## src/rtl/a2_disk_pkg.sv

```systemverilog
// a2_disk_pkg: shared floppy-disk definitions (track controller state, default sectors per track)
package a2_disk_pkg;

    localparam int SECS_PER_TRACK_DEF = 13;

    typedef enum logic [1:0] {
        IDLE,
        WB,
        LOAD
    } fdd_state_t;

endpackage

```

## src/rtl/fdd_track_ctrl.sv

```systemverilog
// fdd_track_ctrl: buffers one nibble track, loading it from and writing it back to the HPS disk channel
//   clk_sys, reset_n      : sole clock, asynchronous active-low reset
//   img_mounted/present/readonly : image mount pulse and image status
//   track, core_wr        : head track requested by the core, track-RAM write pulse
//   sd_lba, sd_rd, sd_wr, sd_ack : block request handshake to the HPS
//   track_sec             : sector within the track (upper track-RAM address)
//   cpu_wait, dirty       : CPU stall while the buffer is invalid, unsaved-write flag
module fdd_track_ctrl
    import a2_disk_pkg::*;
#(
    parameter int SECS_PER_TRACK = SECS_PER_TRACK_DEF,
    parameter int TRACK_W        = 6
) (
    input  logic               clk_sys,
    input  logic               reset_n,
    input  logic               img_mounted,
    input  logic               img_present,
    input  logic               img_readonly,
    input  logic [TRACK_W-1:0] track,
    input  logic               core_wr,
    output logic [31:0]        sd_lba,
    output logic               sd_rd,
    output logic               sd_wr,
    input  logic               sd_ack,
    output logic [3:0]         track_sec,
    output logic               cpu_wait,
    output logic               dirty
);

    localparam int PW = TRACK_W + 4;

    fdd_state_t         state, state_nxt;
    logic [TRACK_W-1:0] cur_track, cur_track_nxt;
    logic               valid, valid_nxt;
    logic               remount_pend, remount_pend_nxt;
    logic               dirty_nxt, sd_rd_nxt, sd_wr_nxt, cpu_wait_nxt;
    logic [3:0]         track_sec_nxt;
    logic               ack_d;
    logic [PW-1:0]      base;

    wire ack_rise = sd_ack & ~ack_d;
    wire ack_fall = ~sd_ack & ack_d;
    wire last_sec = track_sec == 4'(SECS_PER_TRACK - 1);

    assign base   = PW'(SECS_PER_TRACK) * PW'(cur_track);
    assign sd_lba = 32'(base) + 32'(track_sec);

    always_ff @(posedge clk_sys or negedge reset_n) begin
        if (!reset_n) begin
            state        <= IDLE;
            cur_track    <= '0;
            valid        <= 1'b0;
            remount_pend <= 1'b0;
            dirty        <= 1'b0;
            sd_rd        <= 1'b0;
            sd_wr        <= 1'b0;
            cpu_wait     <= 1'b0;
            track_sec    <= '0;
            ack_d        <= 1'b0;
        end else begin
            state        <= state_nxt;
            cur_track    <= cur_track_nxt;
            valid        <= valid_nxt;
            remount_pend <= remount_pend_nxt;
            dirty        <= dirty_nxt;
            sd_rd        <= sd_rd_nxt;
            sd_wr        <= sd_wr_nxt;
            cpu_wait     <= cpu_wait_nxt;
            track_sec    <= track_sec_nxt;
            ack_d        <= sd_ack;
        end
    end

    always_comb begin
        state_nxt        = state;
        cur_track_nxt    = cur_track;
        valid_nxt        = valid;
        remount_pend_nxt = remount_pend;
        dirty_nxt        = dirty;
        sd_rd_nxt        = sd_rd;
        sd_wr_nxt        = sd_wr;
        cpu_wait_nxt     = cpu_wait;
        track_sec_nxt    = track_sec;
        unique case (state)
            IDLE: begin
                // A remount discards the buffer outright, so no write-back happens here.
                if (remount_pend || img_mounted) begin
                    dirty_nxt        = 1'b0;
                    valid_nxt        = 1'b0;
                    remount_pend_nxt = 1'b0;
                    if (img_present) begin
                        cur_track_nxt = track;
                        state_nxt     = LOAD;
                        track_sec_nxt = '0;
                        sd_rd_nxt     = 1'b1;
                        cpu_wait_nxt  = 1'b1;
                    end
                end else if (valid && track != cur_track) begin
                    track_sec_nxt = '0;
                    cpu_wait_nxt  = 1'b1;
                    if (dirty && !img_readonly) begin
                        state_nxt = WB;
                        sd_wr_nxt = 1'b1;
                    end else begin
                        cur_track_nxt = track;
                        state_nxt     = LOAD;
                        sd_rd_nxt     = 1'b1;
                    end
                end else if (!valid && img_present) begin
                    cur_track_nxt = track;
                    state_nxt     = LOAD;
                    track_sec_nxt = '0;
                    sd_rd_nxt     = 1'b1;
                    cpu_wait_nxt  = 1'b1;
                end else if (core_wr && valid && !img_readonly) begin
                    dirty_nxt = 1'b1;
                end
            end
            WB, LOAD: begin
                if (img_mounted) remount_pend_nxt = 1'b1;
                if (ack_rise) begin
                    sd_rd_nxt = 1'b0;
                    sd_wr_nxt = 1'b0;
                end
                if (ack_fall) begin
                    if (!last_sec) begin
                        track_sec_nxt = track_sec + 4'd1;
                        sd_rd_nxt     = state == LOAD;
                        sd_wr_nxt     = state == WB;
                    end else if (state == WB) begin
                        // Write-back done: fetch whatever track the head is on now.
                        dirty_nxt     = 1'b0;
                        cur_track_nxt = track;
                        state_nxt     = LOAD;
                        track_sec_nxt = '0;
                        sd_rd_nxt     = 1'b1;
                        sd_wr_nxt     = 1'b0;
                    end else begin
                        valid_nxt    = 1'b1;
                        cpu_wait_nxt = 1'b0;
                        state_nxt    = IDLE;
                    end
                end
            end
            default: state_nxt = IDLE;
        endcase
    end

endmodule

```

## config.mk

```make
export PLATFORM = sky130hd
export DESIGN_NAME = fdd_track_ctrl
export DESIGN_NICKNAME = d
export VERILOG_FILES = /design/src/rtl/a2_disk_pkg.sv /design/src/rtl/fdd_track_ctrl.sv
export SDC_FILE = /design/constraint.sdc
export NUM_CORES = 1
export LEC_CHECK = 0
export CORE_AREA = 2 2 80 82
export CTS_CLUSTER_SIZE = 20
export DETAILED_ROUTE_END_ITERATION = 10
export DIE_AREA = 0 0 82 84
export GPL_TIMING_DRIVEN = 0
export PLACE_DENSITY = 0.56
export SETUP_SLACK_MARGIN = 0.2
export SYNTH_ARGS = -nofsm -noshare
export SYNTH_HDL_FRONTEND = slang
export SYNTH_SLANG_ARGS = --single-unit
export TNS_END_PERCENT = 5
```

## constraint.sdc

```tcl
create_clock -name clk_sys -period 3.7 [get_ports clk_sys]
set_input_delay 0.555 -clock clk_sys [delete_from_list [all_inputs] [get_ports clk_sys]]
set_output_delay 0.555 -clock clk_sys [all_outputs]
set_load 0.05 [all_outputs]
```

==> results of run 1 <==
==> how the worst max path moves through the flow <==
stage,start,endpoint,slack (ps),cells after the start
after CTS,cur_track[1],sd_lba[5],150,9
final,cur_track[2],sd_lba[10],210,9
after detailed placement,cur_track[0],sd_lba[9],-490,10
after global placement,cur_track[0],sd_lba[9],-490,10
after global routing,cur_track[2],sd_lba[8],100,8
after floorplan,cur_track[0],sd_lba[10],170,8
==> layout by cell type (no fill, tap or decap), types with 4 or more instances in the layout <==
cell	count
nor2_1	12
nand2_1	9
buf_4	33
nand3_1	5
ha_1	27
nor3_1	4
o21ai_0	6
ha_4	6
dfrtp_2	6
dfrtp_1	13
a21oi_1	9
clkdlybuf4s50_1	23
inv_1	17
mux2_2	8
conb_1	21
xor2_1	6
mux2i_1	4
==> stage by stage <==
step	hold slack, ps	cell area, µm²	instances	setup TNS, ps
after floorplan	259	2130	238	0
after global placement	515	2540	346	-1880
after detailed placement	522	2540	346	-2010
after CTS	539	2630	353	0
after global routing	587	2770	360	0
final	535	2770	360	0
==> flip-flops by register name, indices dropped and copies added (netlist names) <==
| signal | count |
|---|---|
| dirty | 1 |
| sd_wr | 1 |
| cpu_wait | 1 |
| state | 2 |
| remount_pend | 1 |
| valid | 1 |
| sd_rd | 1 |
| cur_track | 6 |
| track_sec | 4 |
| ack_d | 1 |
==> metal layers <==
metal / vias up / wire, µm
met4: 0 / 17
li1: 882 / -
met2: 39 / 2050
met5: - / 0
met3: 2 / 171
met1: 779 / 2010
==> layout make-up <==
type / instances / area [µm²] / area share [%]
sequential: 19 / 483 / 17.5
tap: 77 / 96.3 / 3.48
clock inverter: 1 / 5.00 / 0.181
inverter: 17 / 63.8 / 2.31
multi-input combinational: 179 / 1540 / 55.5
buffer: 23 / 166 / 6.02
clock buffer: 3 / 41.3 / 1.49
timing repair buffer: 41 / 374 / 13.5
==> kinds of logic after synthesis <==
kind of cell | Yosys count | share of synthesized area (%)
AO/OA/AOI/OAI | 45 | 14.7
XOR/XNOR | 11 | 4.72
adder cells (fa/ha/maj) | 38 | 24.8
buffers and inverters | 40 | 11.2
flip-flops | 19 | 23.3
multiplexers | 12 | 6.38
other | 1 | 0.184
AND/OR/NAND/NOR | 52 | 14.7
==> worst max-delay path, cell delays in order, from the launching register on <==
cell and delay, ps:
dfrtp_2 430, ha_1 330, fa_1 520, ha_2 270, ha_1 360, nand2_1 100
o21ai_2 80, nor4_1 240, o21ai_1 110, clkbuf_4 220
==> repair_timing <==
| action | 4_1_cts | 5_1_grt |
|---|---|---|
| pin swaps | 5 | 7 |
| setup endpoints to repair | 8 | 7 |
| gates resized for setup | 50 | 16 |
| setup buffers | 3 | 7 |
==> flow_summary_export.csv, run 1 <==
group,metric,value,unit
route,vias,1702,
cells_and_area,n_fill_cell,613,
synthesis,async_flop_share,100,%
placed_design,portBuffers,31,
route,drt-total-wl,4250,µm
cells_and_area,area_growth_syn_to_layout,35.5,%
clock_tree,path_clk_slew,80,ps
clock_tree,root_buffer,"clkbuf_8",
grt,antenna_found_initial,0,
synthesis,synth.area.top_cells,"dfrtp_1, ha_1, buf_4, mux2_2, fa_1",
route,antenna_left,0,
timing,hold_viol,0,
clock_tree,cts_made_buffers,3,
cells_and_area,layout.nets,335,
flow_run,cap_violations,0,
status,status,"complete, no violations",
timing,period_minus_slack,3490,ps
synthesis,ys_seq_area_share,23.3,%
cells_and_area,drive_above_1_share,27.6,%
timing,fin_skew,11.0,ps
grt,grt_remaining_overflow,0,
timing,fin_crit_sh,94.3,%
placed_design,gp_congestion,0.860,
clock_tree,cts_sinks,19,
die,ios,53,
timing,rsz0062_at_grt,"yes",
synthesis,ys_top_cells_by_count,"ha_1, buf_4, dfrtp_1",
worst_setup_path,critPathKind,"reg2out",
synthesis,synthCells,218,
grt,grt_pass1_vias,1609,
worst_setup_path,crit_arrival,2930,ps
timing,worst_slew_pin_slew,877,ps
clock_tree,clockBufferDepth,2,
die,start_util,33.5,%
route,avgRoutedWirePerCell,11.8,µm
grt,grt_max_degree,20,
synthesis,yosys_warnings,0,
synthesis,synth_top_area_share,23.3,%
die,die_w,82,µm
cells_and_area,insertedDiodeCount,0,
synthesis,yosysMostFrequentCell,"ha_1",
clock_tree,worstSkewPairLatency,260,ps
placed_design,dp_hpwl,3230,µm
synthesis,synth_edf_count,0,
synthesis,synthesis.area,2040,µm²
route,drt-initial-drc-count,54,
route,route.detailed.drc,0,
grt,grt_util_met3,2.49,%
worst_setup_path,worstReg2RegEnd,"cur_track[5]",
route,viasPerCell,4.73,
min_path,min_path_type,"reg2reg",
worst_setup_path,cp-end-kind,"primary output",
worst_setup_path,reg2reg_depth,7,
synthesis,synth.avg_cell_area,9.36,µm²
die,rows,29,
grt,met1_usage,17.5,%
grt,use_met2,20.5,%
clock_tree,ctsHoldBuffers,0,
timing,max_freq,287,MHz
worst_setup_path,crit_fanout,4,
timing,timing.slew.headroom,41.4,%
cells_and_area,final_core_util,45.4,%
worst_setup_path,start_kind,"register",
die,dieHeight,84,µm
die,dieArea,6890,µm²
grt,grt_usage,12.6,%
grt,gr-max-usage-layer,"met2",
worst_setup_path,required,3140,ps
clock_tree,cts_tree,"yes",
worst_setup_path,r2r_setup_slack,1330,ps
min_path,min_path_cells,2,
die,core,6100,µm²
min_path,min_from,"remount_pend",
placed_design,place_ws,-495,ps
timing,drv_slew,0,
grt,grt_pass1_wl,7010,µm
synthesis,synth_top_area_cell,"dfrtp_1",
worst_setup_path,reg2reg_from,"state[0]",
synthesis,synth_ff_type,"dfrtp_1",
clock_tree,cts_max_level,1,
min_path,whs_endpoint,"remount_pend",
timing,setup_slack,211,ps
route,drt-pass1-iter-count,4,
synthesis,ys_types,45,
timing,setup_viol,0,
synthesis,synth-seq-cells,19,
Power of run 1 is left out: the tool's default activity adds up to more than one toggle a clock period on the data nets, which glitch-free logic cannot reach.
==> run 2, diff against run 1 <==
==> constraint.sdc (replaced) <==
create_clock -name clk_sys -period 4.4 [get_ports clk_sys]
set_input_delay 0.66 -clock clk_sys [delete_from_list [all_inputs] [get_ports clk_sys]]
set_output_delay 0.66 -clock clk_sys [all_outputs]
set_load 0.05 [all_outputs]
==> flow_summary_export.csv, run 2 (synthesized netlist as in run 1, its figures left out) <==
group,metric,value,unit
flow_run,cap_violations,0,
clock_tree,post_cts_buffers,0,
route,antenna_left,0,
cells_and_area,regMostFlops,"cur_track",
route,drt-initial-drc-count,34,
clock_tree,cts_sinks,19,
timing,fin_skew,0.822,ps
grt,grt_max_degree,20,
worst_setup_path,crit_fanout,5,
cells_and_area,final_core_util,42.1,%
worst_setup_path,crit_arrival,3420,ps
cells_and_area,area_growth_syn_to_layout,25.9,%
timing,worst_slew_pin_slew,855,ps
cells_and_area,reg.largest.list,"cur_track (6), track_sec (4), state (2)",
die,rows,29,
cells_and_area,final_cell_mix,"ha_1, clkdlybuf4s50_1, buf_4, conb_1, dfrtp_1",
die,start_util,33.5,%
cells_and_area,layout.nets,325,
grt,grt_pass1_vias,1511,
route,drt-total-wl,4000,µm
status,status,"complete, no violations",
clock_tree,root_buffer,"clkbuf_8",
placed_design,portBuffers,31,
clock_tree,cts_tree,"yes",
timing,drv_slew,0,
cells_and_area,final_common_cell,"ha_1",
clock_tree,cts_made_buffers,3,
worst_setup_path,required,3740,ps
cells_and_area,fin_area,2570,µm²
clock_tree,path_clk_slew,70,ps
grt,grt_usage,12.1,%
cells_and_area,insertedDiodeCount,0,
timing,max_freq,245,MHz
route,viasPerCell,4.76,
die,dieHeight,84,µm
worst_setup_path,critPathKind,"reg2out",
worst_setup_path,start_kind,"register",
route,avgRoutedWirePerCell,11.4,µm
clock_tree,worstSkewPairLatency,250,ps
clock_tree,clockBufferDepth,2,
route,vias,1665,
die,dieArea,6890,µm²
timing,period_minus_slack,4080,ps
placed_design,gp_congestion,0.857,
die,ios,53,
timing,setup_viol,0,
grt,grt_remaining_overflow,0,
route,drt-pass1-iter-count,4,
clock_tree,cts_max_level,1,
timing,timing.slew.headroom,42.8,%
die,die_w,82,µm
timing,hold_viol,0,
grt,antenna_found_initial,0,
timing,rsz0062_at_grt,"yes",
placed_design,dp_hpwl,3280,µm
timing,fin_setup_tns,0,ps
cells_and_area,drive_above_1_share,14.3,%
grt,grt_pass1_wl,6760,µm
timing,fin_crit_sh,92.8,%
worst_setup_path,cp-end-kind,"primary output",
min_path,min_path_type,"reg2reg",
route,route.detailed.drc,0,
cells_and_area,largest_reg_flops,6,
die,core,6100,µm²
placed_design,dpl_cell_area,2520,µm²
[run 2: cell count changes in the layout (fill, tap and decap cells not counted), moves of 6 or more]
cell,change
ha_1,+7
dfrtp_2,-6
buf_4,-12
ha_4,-6
dfrtp_1,+6
[run 2: cell type report]
class / count / area [µm²]
inverter: 17 / 63.8
timing repair buffer: 31 / 312
sequential: 19 / 475
multi-input combinational: 179 / 1410
clock buffer: 4 / 45.0
fill: 643 / 3530
buffer: 23 / 165
tap: 77 / 96.3
[run 2: routing by layer]
metal / share of wire, % / routed length, µm / global-route usage, % / vias to the layer above
li1: - / - / - / 856
met1: 47 / 1890 / 16.9 / 775
met2: 48 / 1930 / 19.7 / 32
met3: 4.1 / 163 / 2.16 / 2
met4: 0.43 / 17 / 1.82 / 0
met5: 0 / 0 / 0 / -
[run 2: per-stage QoR]
stage / hold slack (ps) / std cells / worst slack (ps)
global placement: 515 / 346 / 133
global route: 591 / 350 / 98.1
finish: 534 / 350 / 319
floorplan: 364 / 238 / 393
detailed placement: 521 / 346 / 98.1
CTS: 539 / 350 / 209
[run 2: worst paths after layout]
path,depth (start not counted),startpoint,end,slack (ps)
setup / recovery,9,cur_track[0],sd_lba[10],320
hold / removal,2,remount_pend,remount_pend,530
setup reg to reg,7,state[0],cur_track[2],2020
hold reg to reg,2,remount_pend,remount_pend,530
max in group asynchronous,1,reset_n,cur_track[1],2980
min in group asynchronous,1,reset_n,dirty,890
[run 2: repair_timing]
| item | in CTS | in global routing |
|---|---|---|
| hold buffers | 0 | 0 |
| setup endpoints to repair | 5 | 6 |
| cloned | 0 | 0 |
| endpoints found under the hold margin | 0 | 0 |
| pin swaps | 0 | 0 |
| resized for setup | 9 | 2 |
[run 2: critical path: stages, from the launching register on]
cell,delay [ps]
dfrtp_1,450
ha_1,320
ha_1,290
fa_1,460
ha_1,330
a21oi_1,100
o21ai_0,420
nor4_1,100
o21ai_0,150
dlygate4sd2_1,540
Power of run 2 is left out for the same reason.
==> run 3, diff against run 2 <==
--- a/config.mk
+++ b/config.mk
@@ -6,6 +6,7 @@
 export NUM_CORES = 1
 export LEC_CHECK = 0
 export CORE_AREA = 2 2 80 82
+export CTS_CLUSTER_DIAMETER = 80
 export CTS_CLUSTER_SIZE = 20
 export DETAILED_ROUTE_END_ITERATION = 10
 export DIE_AREA = 0 0 82 84
==> results of run 3 <==
Final layout, timing and power as in run 2 (identical DEF).
Power of run 3 is left out for the same reason.
